`config.mk`:
```
export PLATFORM = sky130hd
export DESIGN_NAME = instr_prefetch_buffer
export DESIGN_NICKNAME = d
export VERILOG_FILES = /design/src/rtl/instr_prefetch_buffer.sv
export SDC_FILE = /design/constraint.sdc
export NUM_CORES = 1
export LEC_CHECK = 0
export ABC_AREA = 0
export BUFFER_PORTS_ARGS = -buffer_cell sky130_fd_sc_hd__buf_2
export CORE_ASPECT_RATIO = 2
export CORE_MARGIN = 3
export CORE_UTILIZATION = 35
export CTS_BUF_LIST = sky130_fd_sc_hd__clkbuf_4
export DETAILED_ROUTE_END_ITERATION = 12
export GPL_ROUTABILITY_DRIVEN = 0
export PLACE_DENSITY = 0.53
export SLEW_MARGIN = 10
export SYNTH_ARGS = -nofsm -noshare
export SYNTH_HDL_FRONTEND = slang
export SYNTH_SLANG_ARGS = --single-unit
```
`constraint.sdc`:
```
create_clock -name clk -period 5.77 [get_ports clk]
set_input_delay 0 -clock clk [delete_from_list [all_inputs] [get_ports clk]]
set_output_delay 0 -clock clk [all_outputs]
set_load 0.1 [all_outputs]
```
`src/rtl/instr_prefetch_buffer.sv`:
```
// Instruction prefetch buffer: issues word requests on the req/gnt/rvalid bus and queues
// the returned words in a small FIFO for the fetch stage. Redirects flush and drop stale data.
module instr_prefetch_buffer #(
    parameter logic [31:0] PC_RESET        = 32'h0,
    parameter int unsigned DEPTH           = 3,
    parameter int unsigned MAX_OUTSTANDING = 2
) (
    input  logic        clk,
    input  logic        rst,
    input  logic        req_i,
    input  logic        branch_i,
    input  logic [31:0] branch_addr_i,
    output logic        valid_o,
    input  logic        ready_i,
    output logic [31:0] rdata_o,
    output logic [31:0] addr_o,
    output logic        err_o,
    output logic        busy_o,
    output logic        instr_req_o,
    input  logic        instr_gnt_i,
    output logic [31:0] instr_addr_o,
    input  logic [31:0] instr_rdata_i,
    input  logic        instr_err_i,
    input  logic        instr_rvalid_i
);

    localparam int unsigned CntW = $clog2(DEPTH + 1) + 1;
    localparam int unsigned PtrW = $clog2(DEPTH);
    localparam logic [CntW-1:0] DepthC   = CntW'(DEPTH);
    localparam logic [CntW-1:0] MaxOutC  = CntW'(MAX_OUTSTANDING);
    localparam logic [PtrW-1:0] LastPtr  = PtrW'(DEPTH - 1);
    localparam logic [31:0]     AlignMsk = 32'hFFFF_FFFC;
    localparam logic [31:0]     PcReset  = PC_RESET & AlignMsk;

    logic [31:0]     r_fetch_addr, r_rsp_addr, r_stale_addr;
    logic [CntW-1:0] r_outstanding, r_discard, r_cnt;
    logic [PtrW-1:0] r_wptr, r_rptr;
    logic            r_req_held, r_stale, r_err_stop;

    logic [31:0] r_mem_data [DEPTH];
    logic [31:0] r_mem_addr [DEPTH];
    logic        r_mem_err  [DEPTH];

    logic [31:0]     w_branch_addr;
    logic [CntW-1:0] w_out_next;
    logic            w_can_issue, w_gnt, w_rvalid, w_drop, w_push, w_pop;

    function automatic logic [PtrW-1:0] ptr_inc(input logic [PtrW-1:0] p);
        return (p == LastPtr) ? '0 : p + 1'b1;
    endfunction

    assign w_branch_addr = branch_addr_i & AlignMsk;
    assign w_can_issue   = req_i & ~r_err_stop & (r_outstanding < MaxOutC) &
                           ((r_cnt + r_outstanding) < DepthC);

    // Gated by rst so the bus request drops the instant reset asserts.
    assign instr_req_o  = ~rst & (r_req_held | w_can_issue);
    assign instr_addr_o = r_stale ? r_stale_addr : r_fetch_addr;
    assign busy_o       = (r_outstanding != '0) | instr_req_o;

    assign w_gnt      = instr_req_o & instr_gnt_i;
    assign w_rvalid   = instr_rvalid_i & (r_outstanding != '0);
    assign w_drop     = w_rvalid & (r_discard != '0);
    assign w_push     = w_rvalid & ~w_drop;
    assign w_pop      = valid_o & ready_i;
    assign w_out_next = r_outstanding + CntW'(w_gnt) - CntW'(w_rvalid);

    assign valid_o = (r_cnt != '0);
    assign rdata_o = r_mem_data[r_rptr];
    assign addr_o  = r_mem_addr[r_rptr];
    assign err_o   = valid_o & r_mem_err[r_rptr];

    always_ff @(posedge clk or posedge rst) begin
        if (rst) begin
            r_fetch_addr  <= PcReset;
            r_rsp_addr    <= PcReset;
            r_stale_addr  <= PcReset;
            r_outstanding <= '0;
            r_discard     <= '0;
            r_cnt         <= '0;
            r_wptr        <= '0;
            r_rptr        <= '0;
            r_req_held    <= 1'b0;
            r_stale       <= 1'b0;
            r_err_stop    <= 1'b0;
        end else begin
            r_outstanding <= w_out_next;
            r_req_held    <= instr_req_o & ~instr_gnt_i;
            if (branch_i) begin
                // Everything in flight after this edge belongs to the old stream.
                r_fetch_addr <= w_branch_addr;
                r_rsp_addr   <= w_branch_addr;
                r_err_stop   <= 1'b0;
                r_discard    <= w_out_next;
                r_cnt        <= '0;
                r_wptr       <= '0;
                r_rptr       <= '0;
                r_stale      <= instr_req_o & ~instr_gnt_i;
                r_stale_addr <= instr_addr_o;
            end else begin
                if (w_gnt && !r_stale) r_fetch_addr <= r_fetch_addr + 32'd4;
                if (w_gnt) r_stale <= 1'b0;
                if (w_push) r_rsp_addr <= r_rsp_addr + 32'd4;
                if (w_push && instr_err_i) r_err_stop <= 1'b1;
                r_discard <= r_discard - CntW'(w_drop) + CntW'(w_gnt & r_stale);
                r_cnt     <= r_cnt + CntW'(w_push) - CntW'(w_pop);
                if (w_push) r_wptr <= ptr_inc(r_wptr);
                if (w_pop) r_rptr <= ptr_inc(r_rptr);
            end
        end
    end

    always_ff @(posedge clk) begin
        if (w_push) begin
            r_mem_data[r_wptr] <= instr_rdata_i;
            r_mem_addr[r_wptr] <= r_rsp_addr;
            r_mem_err[r_wptr]  <= instr_err_i;
        end
    end

    a_no_orphan_rvalid: assert property (@(posedge clk) disable iff (rst)
        !(instr_rvalid_i && r_outstanding == '0));
    a_cnt_bound: assert property (@(posedge clk) disable iff (rst) r_cnt <= DepthC);
    a_discard_bound: assert property (@(posedge clk) disable iff (rst)
        r_discard <= r_outstanding);

endmodule

```
; Word-level counts from Yosys, hierarchy flattened
; Memory sizes are Yosys's and may differ from the RTL's.
; Cells that the tools add are included.
[word_totals]
out_inout_bits = 100
memories = 3
ff_bits = 112
ram_bits = 195
[classes]
n_addsub = 11
reduce_logical = 11
magnitude_cmp = 2
bitwise = 18
muxes = 19
n_eq_ne = 2
[mem_list]
columns = memory, words, word_bits, rd, rd_clocked_by_memory_dff, write_ports, line_no
row1 = r_mem_addr, 3, 32, 1, 0, 1, 41  ; logic [31:0] r_mem_addr [DEPTH];
row2 = r_mem_data, 3, 32, 1, 0, 1, 40  ; logic [31:0] r_mem_data [DEPTH];
row3 = r_mem_err, 3, 1, 1, 0, 1, 42  ; logic r_mem_err [DEPTH];
[ops]
columns = operator, count
row1 = $mux 32, 5
row2 = $add 32x3->32 const B, 2
row3 = $and 1x1->1, 12
row4 = $mux 2, 6
row5 = $reduce_bool 2->1, 5
row6 = $add 3x1->3, 3
row7 = $reduce_bool 3->1, 3
row8 = $sub 3x1->3, 3
row9 = $lt 3x2->1 const B, 2
row10 = $mux 1, 6
row11 = $mux 3, 2
row12 = $add 2x1->2 const B, 2
row13 = $eq 2x2->1 const B, 2
row14 = $not 1->1, 4
row15 = $add 3x3->3, 1
row16 = $logic_and 1x1->1, 2
row17 = $or 1x1->1, 2
row18 = $logic_not 1->1, 1

; Longest topological paths before layout
[logic_depth]
ltp_word = 10
ltp_mapped = 15

; Worst setup path after synthesis
; Ideal clock, no wire load.
[synth_path]
kind = reg-to-reg
start = register r_discard[1]
end = memory r_mem_addr[1][10] (enable)
arrival_time_ps = 5665
path_stages_with_launch = 4
n_path_buf = 0
required_ps = 5193
period_less_slack_ps = 6242
setup_slack_ps = -472
path_cell_list = dfrtp_1 > nor3_1 > nand2_1 > nor3b_1
[synth_via]
elab_chain_len = 6
[synth_rtl]
columns = element, line_no
row1 = from (decl), 36  ; logic [CntW-1:0] r_outstanding, r_discard, r_cnt;
row2 = from (signal assigned), 94  ; r_discard <= w_out_next;
row3 = from (signal assigned), 105  ; r_discard <= r_discard - CntW'(w_drop) + CntW'(w_gnt & r_stale);
row4 = $reduce_bool 3->1, 63  ; assign w_drop = w_rvalid & (r_discard != '0);
row5 = $and 1x1->1, 63
row6 = $not 1->1, 64  ; assign w_push = w_rvalid & ~w_drop;
row7 = $and 1x1->1, 64
row8 = $mux 1, 114  ; if (w_push) begin
row9 = $mux 1 (implied by the code), 116  ; r_mem_addr[r_wptr] <= r_rsp_addr;
row10 = to (decl), 41
; Every way passes these cells.

; Worst setup path after layout
[layout_path]
start = register r_outstanding[0]
end = register r_discard[2]
[layout_via]
elab_chain_len = 9
[layout_rtl]
columns = element, line_no
row1 = from (decl), 36
row2 = from (signal assigned), 87  ; r_outstanding <= w_out_next;
row3 = $add 3x3->3 or $lt 3x2->1 (tied branches), "54, 53"
row4 = $lt 3x2->1 or $and 1x1->1 (tied branches), "54, 53"
row5 = $and 1x1->1, 53  ; assign w_can_issue = req_i & ~r_err_stop & (r_outstanding < MaxOutC) &
row6 = $or 1x1->1, 57  ; assign instr_req_o = ~rst & (r_req_held | w_can_issue);
row7 = $and 1x1->1, 57
row8 = $and 1x1->1, 61  ; assign w_gnt = instr_req_o & instr_gnt_i;
row9 = $add 3x1->3 or $and 1x1->1 (tied branches), "66, 105"
row10 = $sub 3x1->3 or $add 3x1->3 (tied branches), "66, 105"
row11 = $mux 3 *, 89  ; if (branch_i) begin
; Mark *: on every way between the ends. The rest lies on a longest branch, timed or not.
; A chain may end at the register's enable or synchronous reset.

==> results summary <==
The final period demand of the worst path is 3.31 ns. The number of top-level design ports is 172. The sum of overflow across all layers after global routing came out at 0. The worst hold path passes through 2 cells. The global-route wire length before repair is 49.5 mm. Once detail routing completed, the nets flagged for antenna violations numbered 0. The category of cells accounting for the largest share of critical-path delay is adder cells. The synthesized design contains 189 enable-type register cells.

The hold buffer count at cts came out at 108. The area taken by flip-flops and latches is 0.00839 mm^2. After detailed routing, the average wire length per cell comes to 17.7 um. The post-synthesis simple-gate area fraction came out at 9.65%. The fmax came out at 302 MHz. The number of global-route vias before repair was 9,187. The final setup violation count came out at 0. The peak fanout along the critical path is 4. The final cell count without fillers came out at 1,759. The worst setup path is of the reg -> reg kind. A synthesized cell averages 13.7 um^2. Max-cap violations in this run came to 0. The critical path's largest stage delay is 0.41 ns. The detailed-route vias per instance is 4.87. The worst endpoint required time came out at 6.36 ns. For this block, the routed nets add up to 31.2 mm of wire.

The cell that appears most often on the critical path is ha_1. The power density of the placed cells came out at 442 mW/mm^2. The number of buffers and inverters on the critical path is 2.

The critical path data arrival time came out at 3.90 ns. In the post-route analysis, the smallest setup slack over all paths is 2.46 ns. The post-CTS clock slew at the launch and capture registers of the worst setup and hold paths is 0.08 ns. The die height is 277 um. Timing analysis after detailed placement gives a worst setup slack of 2.42 ns.

Setup repair after global routing left no endpoint under its margin. The worst register-to-register path begins at r_outstanding[0]. Cells with a size suffix above 1 make up 29.7% of the layout. The routed via count came out at 8,573. The total negative slack came out at 0 ns. The run finished with clean final reports.

The multiplexer fraction of the synthesized cell area is 12.2%. For this run, the register share of the synthesized area comes to 65.1%. Walking the worst path, the cells encountered are ha_1 -> inv_1 -> fa_1 -> xor3_1 -> a31oi_1 -> nor2_1 -> and2_1 -> nand2_1 -> ha_1 -> inv_1 -> ha_1 -> fa_1 -> xnor2_1 -> xnor2_1 -> a21oi_1. At the end of the flow, the number of nets in the layout was 1,341.

The post-synthesis instance total is 942. The TritonCTS sink count came out at 297. The post-cts resize count is 0. After filler insertion, the fill cell instance count of the layout stands at 3,403. The half-perimeter wire length of the detailed placement result came out at 20.4 mm. The count of final hold-check violations came out at 0. The count of H-tree levels built during CTS is 3. The core box area is 0.0360 mm^2. The slack of the worst reg-to-reg path came out at 2.46 ns. The die footprint is 0.0392 mm^2. The endpoint identified for the worst register-to-register timing path is r_discard[2]. The cell count of the worst reg-to-reg path is 15. The maximum number of pins on one net before global-route repair is 68. The placement row count came out at 98. The fraction of synthesized cell area in xor and xnor cells came out at 3.11%.

The post-synthesis to final-layout area growth came out at 26.0%. For this design, the slowest cell found on the critical path is dfrtp_1. The final count of pins violating max slew came out at 0.

By area, the combinational part of the netlist is dominated by multiplexers. The synthesized-area fraction occupied by adder cells came out at 1.60%. The number of cells after detailed placement is 1,525.

The predominant post-synthesis flop cell is edfxtp_1. The clock tree skew after final layout is 0.0541 ns. The maximum vdd ir drop came out at 0.320 mV. The worst hold margin came out at 0.0728 ns. The number of antenna violations at the first check in global routing is 1. The worst setup path is captured at a flip-flop.

The worst hold path begins at instr_err_i. The worst hold path terminates at r_mem_err[0]. The number of port buffers came out at 167. The leakage power of the design is 6.09 nW. The utilization of the core after routing came out at 45.0%. The iteration-0 DRC count of the detailed router is 291. The buffers inserted during post-CTS setup optimization is 0. Global routing consumed, over all layers together, 16.1% of the routing resources. The total number of yosys warnings came out at 0.

The number of iterations in the first detailed-routing pass came out at 4. The final routed DRC violation total came out at 0. The worst pin sits at a relative slew slack of 32.7%. The overall die width came out at 142 um. STA classifies the critical path startpoint as a flip-flop. At the pin with the least slew margin, the transition time is 1.01 ns. The post-synthesis cell area came out at 0.0129 mm^2.

The number of flip-flops and latches in the synthesized netlist came out at 297. The clock latency reported for the late side of the worst-skew pair is 0.73 ns. The post-route clock period utilization came out at 57.4%. The maximum count of clock buffers along a single path is 3. The multi-input combinational cell area is 0.00423 mm^2. The min-delay analysis places its worst path in the category in -> reg.

The share of the synthesized area in compound gates (AO/OA/AOI/OAI) is 5.98%. The async set-or-reset flop fraction in the synthesized netlist came out at 36.4%. Counting the buffers created by CTS gives 70. The number of distinct library cells after synthesis came out at 52. Once the floorplan was initialized, standard cells occupied 35.7% of the core. TritonCTS built the clock tree. The library cell used as clock root buffer is clkbuf_4.
cells in the mapped netlist (19+ instances only):
cell / count / area (um^2)
xnor2_1: 24 / 210
inv_1: 23 / 86.3
nor2_1: 27 / 101
nand2_1: 89 / 334
mux2_2: 82 / 923
nand3_1: 19 / 95.1
xor2_1: 19 / 166
dfrtp_1: 108 / 2700
mux2i_1: 65 / 651
o21ai_0: 78 / 390
edfxtp_1: 189 / 5680
clkbuf_1: 31 / 116
worst reg2reg max path, cell delays in order, from the launching register on:
cell and delay [ns]:
dfrtp_1 0.41, ha_1 0.17, inv_1 0.05, fa_1 0.36, xor3_1 0.25, a31oi_1 0.11
nor2_1 0.26, and2_1 0.22, nand2_1 0.07, ha_1 0.29, inv_1 0.04, ha_1 0.18
fa_1 0.38, xnor2_1 0.18, xnor2_1 0.14, a21oi_1 0.09
cell type report:
class | count | share of cell area, %
Multi-Input combinational cell | 575 | 26.1
Tap cell | 450 | 3.47
Inverter | 24 | 0.571
Clock buffer | 106 | 4.91
Timing Repair Buffer | 287 | 12.4
Sequential cell | 297 | 51.7
Clock inverter | 18 | 0.749
Antenna cell | 2 | 0.0309
power breakdown:
| part | total, W | leakage, nW | switching, W | internal (W) |
|---|---|---|---|---|
| registers | 0.00270 | 2.95 | 0.000210 | 0.00249 |
| logic | 0.00273 | 2.59 | 0.00210 | 0.000627 |
| clock network | 0.00174 | 0.546 | 0.000814 | 0.000928 |
| total | 0.00717 | 6.09 | 0.00312 | 0.00404 |
metal layers:
| layer | wire length [um] | part of all wire [%] | global-route usage, % |
|---|---|---|---|
| met5 | 0 | 0 | 0 |
| met4 | 941 | 3.0 | 6.55 |
| met3 | 1350 | 4.3 | 3.44 |
| met2 | 17300 | 55 | 30.2 |
| met1 | 11600 | 37 | 17.2 |
cells in the final DEF (no fill, tap or decap), types with 4 or more instances in the layout:
cell type,n
nor4_1,7
clkinv_1,14
a21boi_0,5
xnor2_1,24
o31ai_1,6
or4_1,7
nor2_1,26
buf_4,12
inv_1,22
mux2i_1,65
or3_1,10
dfrtp_1,106
mux2_2,82
xor2_1,19
a31oi_1,18
dlygate4sd3_1,108
and3_1,8
and2_1,8
fa_1,4
nor3_1,8
nand2_1,89
nor2b_1,4
o21ai_0,78
clkbuf_4,106
nand4_1,17
a21oi_1,13
edfxtp_1,189
buf_2,167
ha_1,10
nand3_1,19
nand2b_1,8
o31a_1,7
and4_1,5
per-stage QoR:
step	power, W	instance area, um^2
after floorplan	0.00493	12900
after global placement	0.00542	14200
after detailed placement	0.00545	14200
after CTS	0.00730	16200
after global routing	0.00754	16200
final	0.00717	16200
flip-flops by register name (all words and copies together) (netlist names):
signal and count:
r_cnt 3, r_discard 3, r_err_stop 1, r_fetch_addr 30, r_mem_addr 90, r_mem_data 96
r_mem_err 3, r_outstanding 3, r_req_held 1, r_rptr 2, r_rsp_addr 30, r_stale 1
r_stale_addr 32, r_wptr 2
kinds of logic after synthesis:
| kind of cell | count (synthesis) |
|---|---|
| compound gates | 134 |
| buf+inv | 71 |
| mux | 147 |
| fa+ha+maj | 14 |
| other cells | 1 |
| xor+xnor | 44 |
| flops | 297 |
| simple gates | 234 |
worst max-delay path by stage:
stage | from | end | slack, ns | depth (start not counted)
after global placement | r_outstanding[0] | r_discard[2] | 2.47 | 15
after floorplan | r_outstanding[0] | r_discard[2] | 1.46 | 15
after CTS | r_outstanding[0] | r_discard[2] | 2.43 | 15
final | r_outstanding[0] | r_discard[2] | 2.46 | 15
after global routing | r_outstanding[0] | r_discard[2] | 2.18 | 15
after detailed placement | r_outstanding[0] | r_discard[2] | 2.42 | 15
Note: power is estimated with default switching activity, not from simulation.
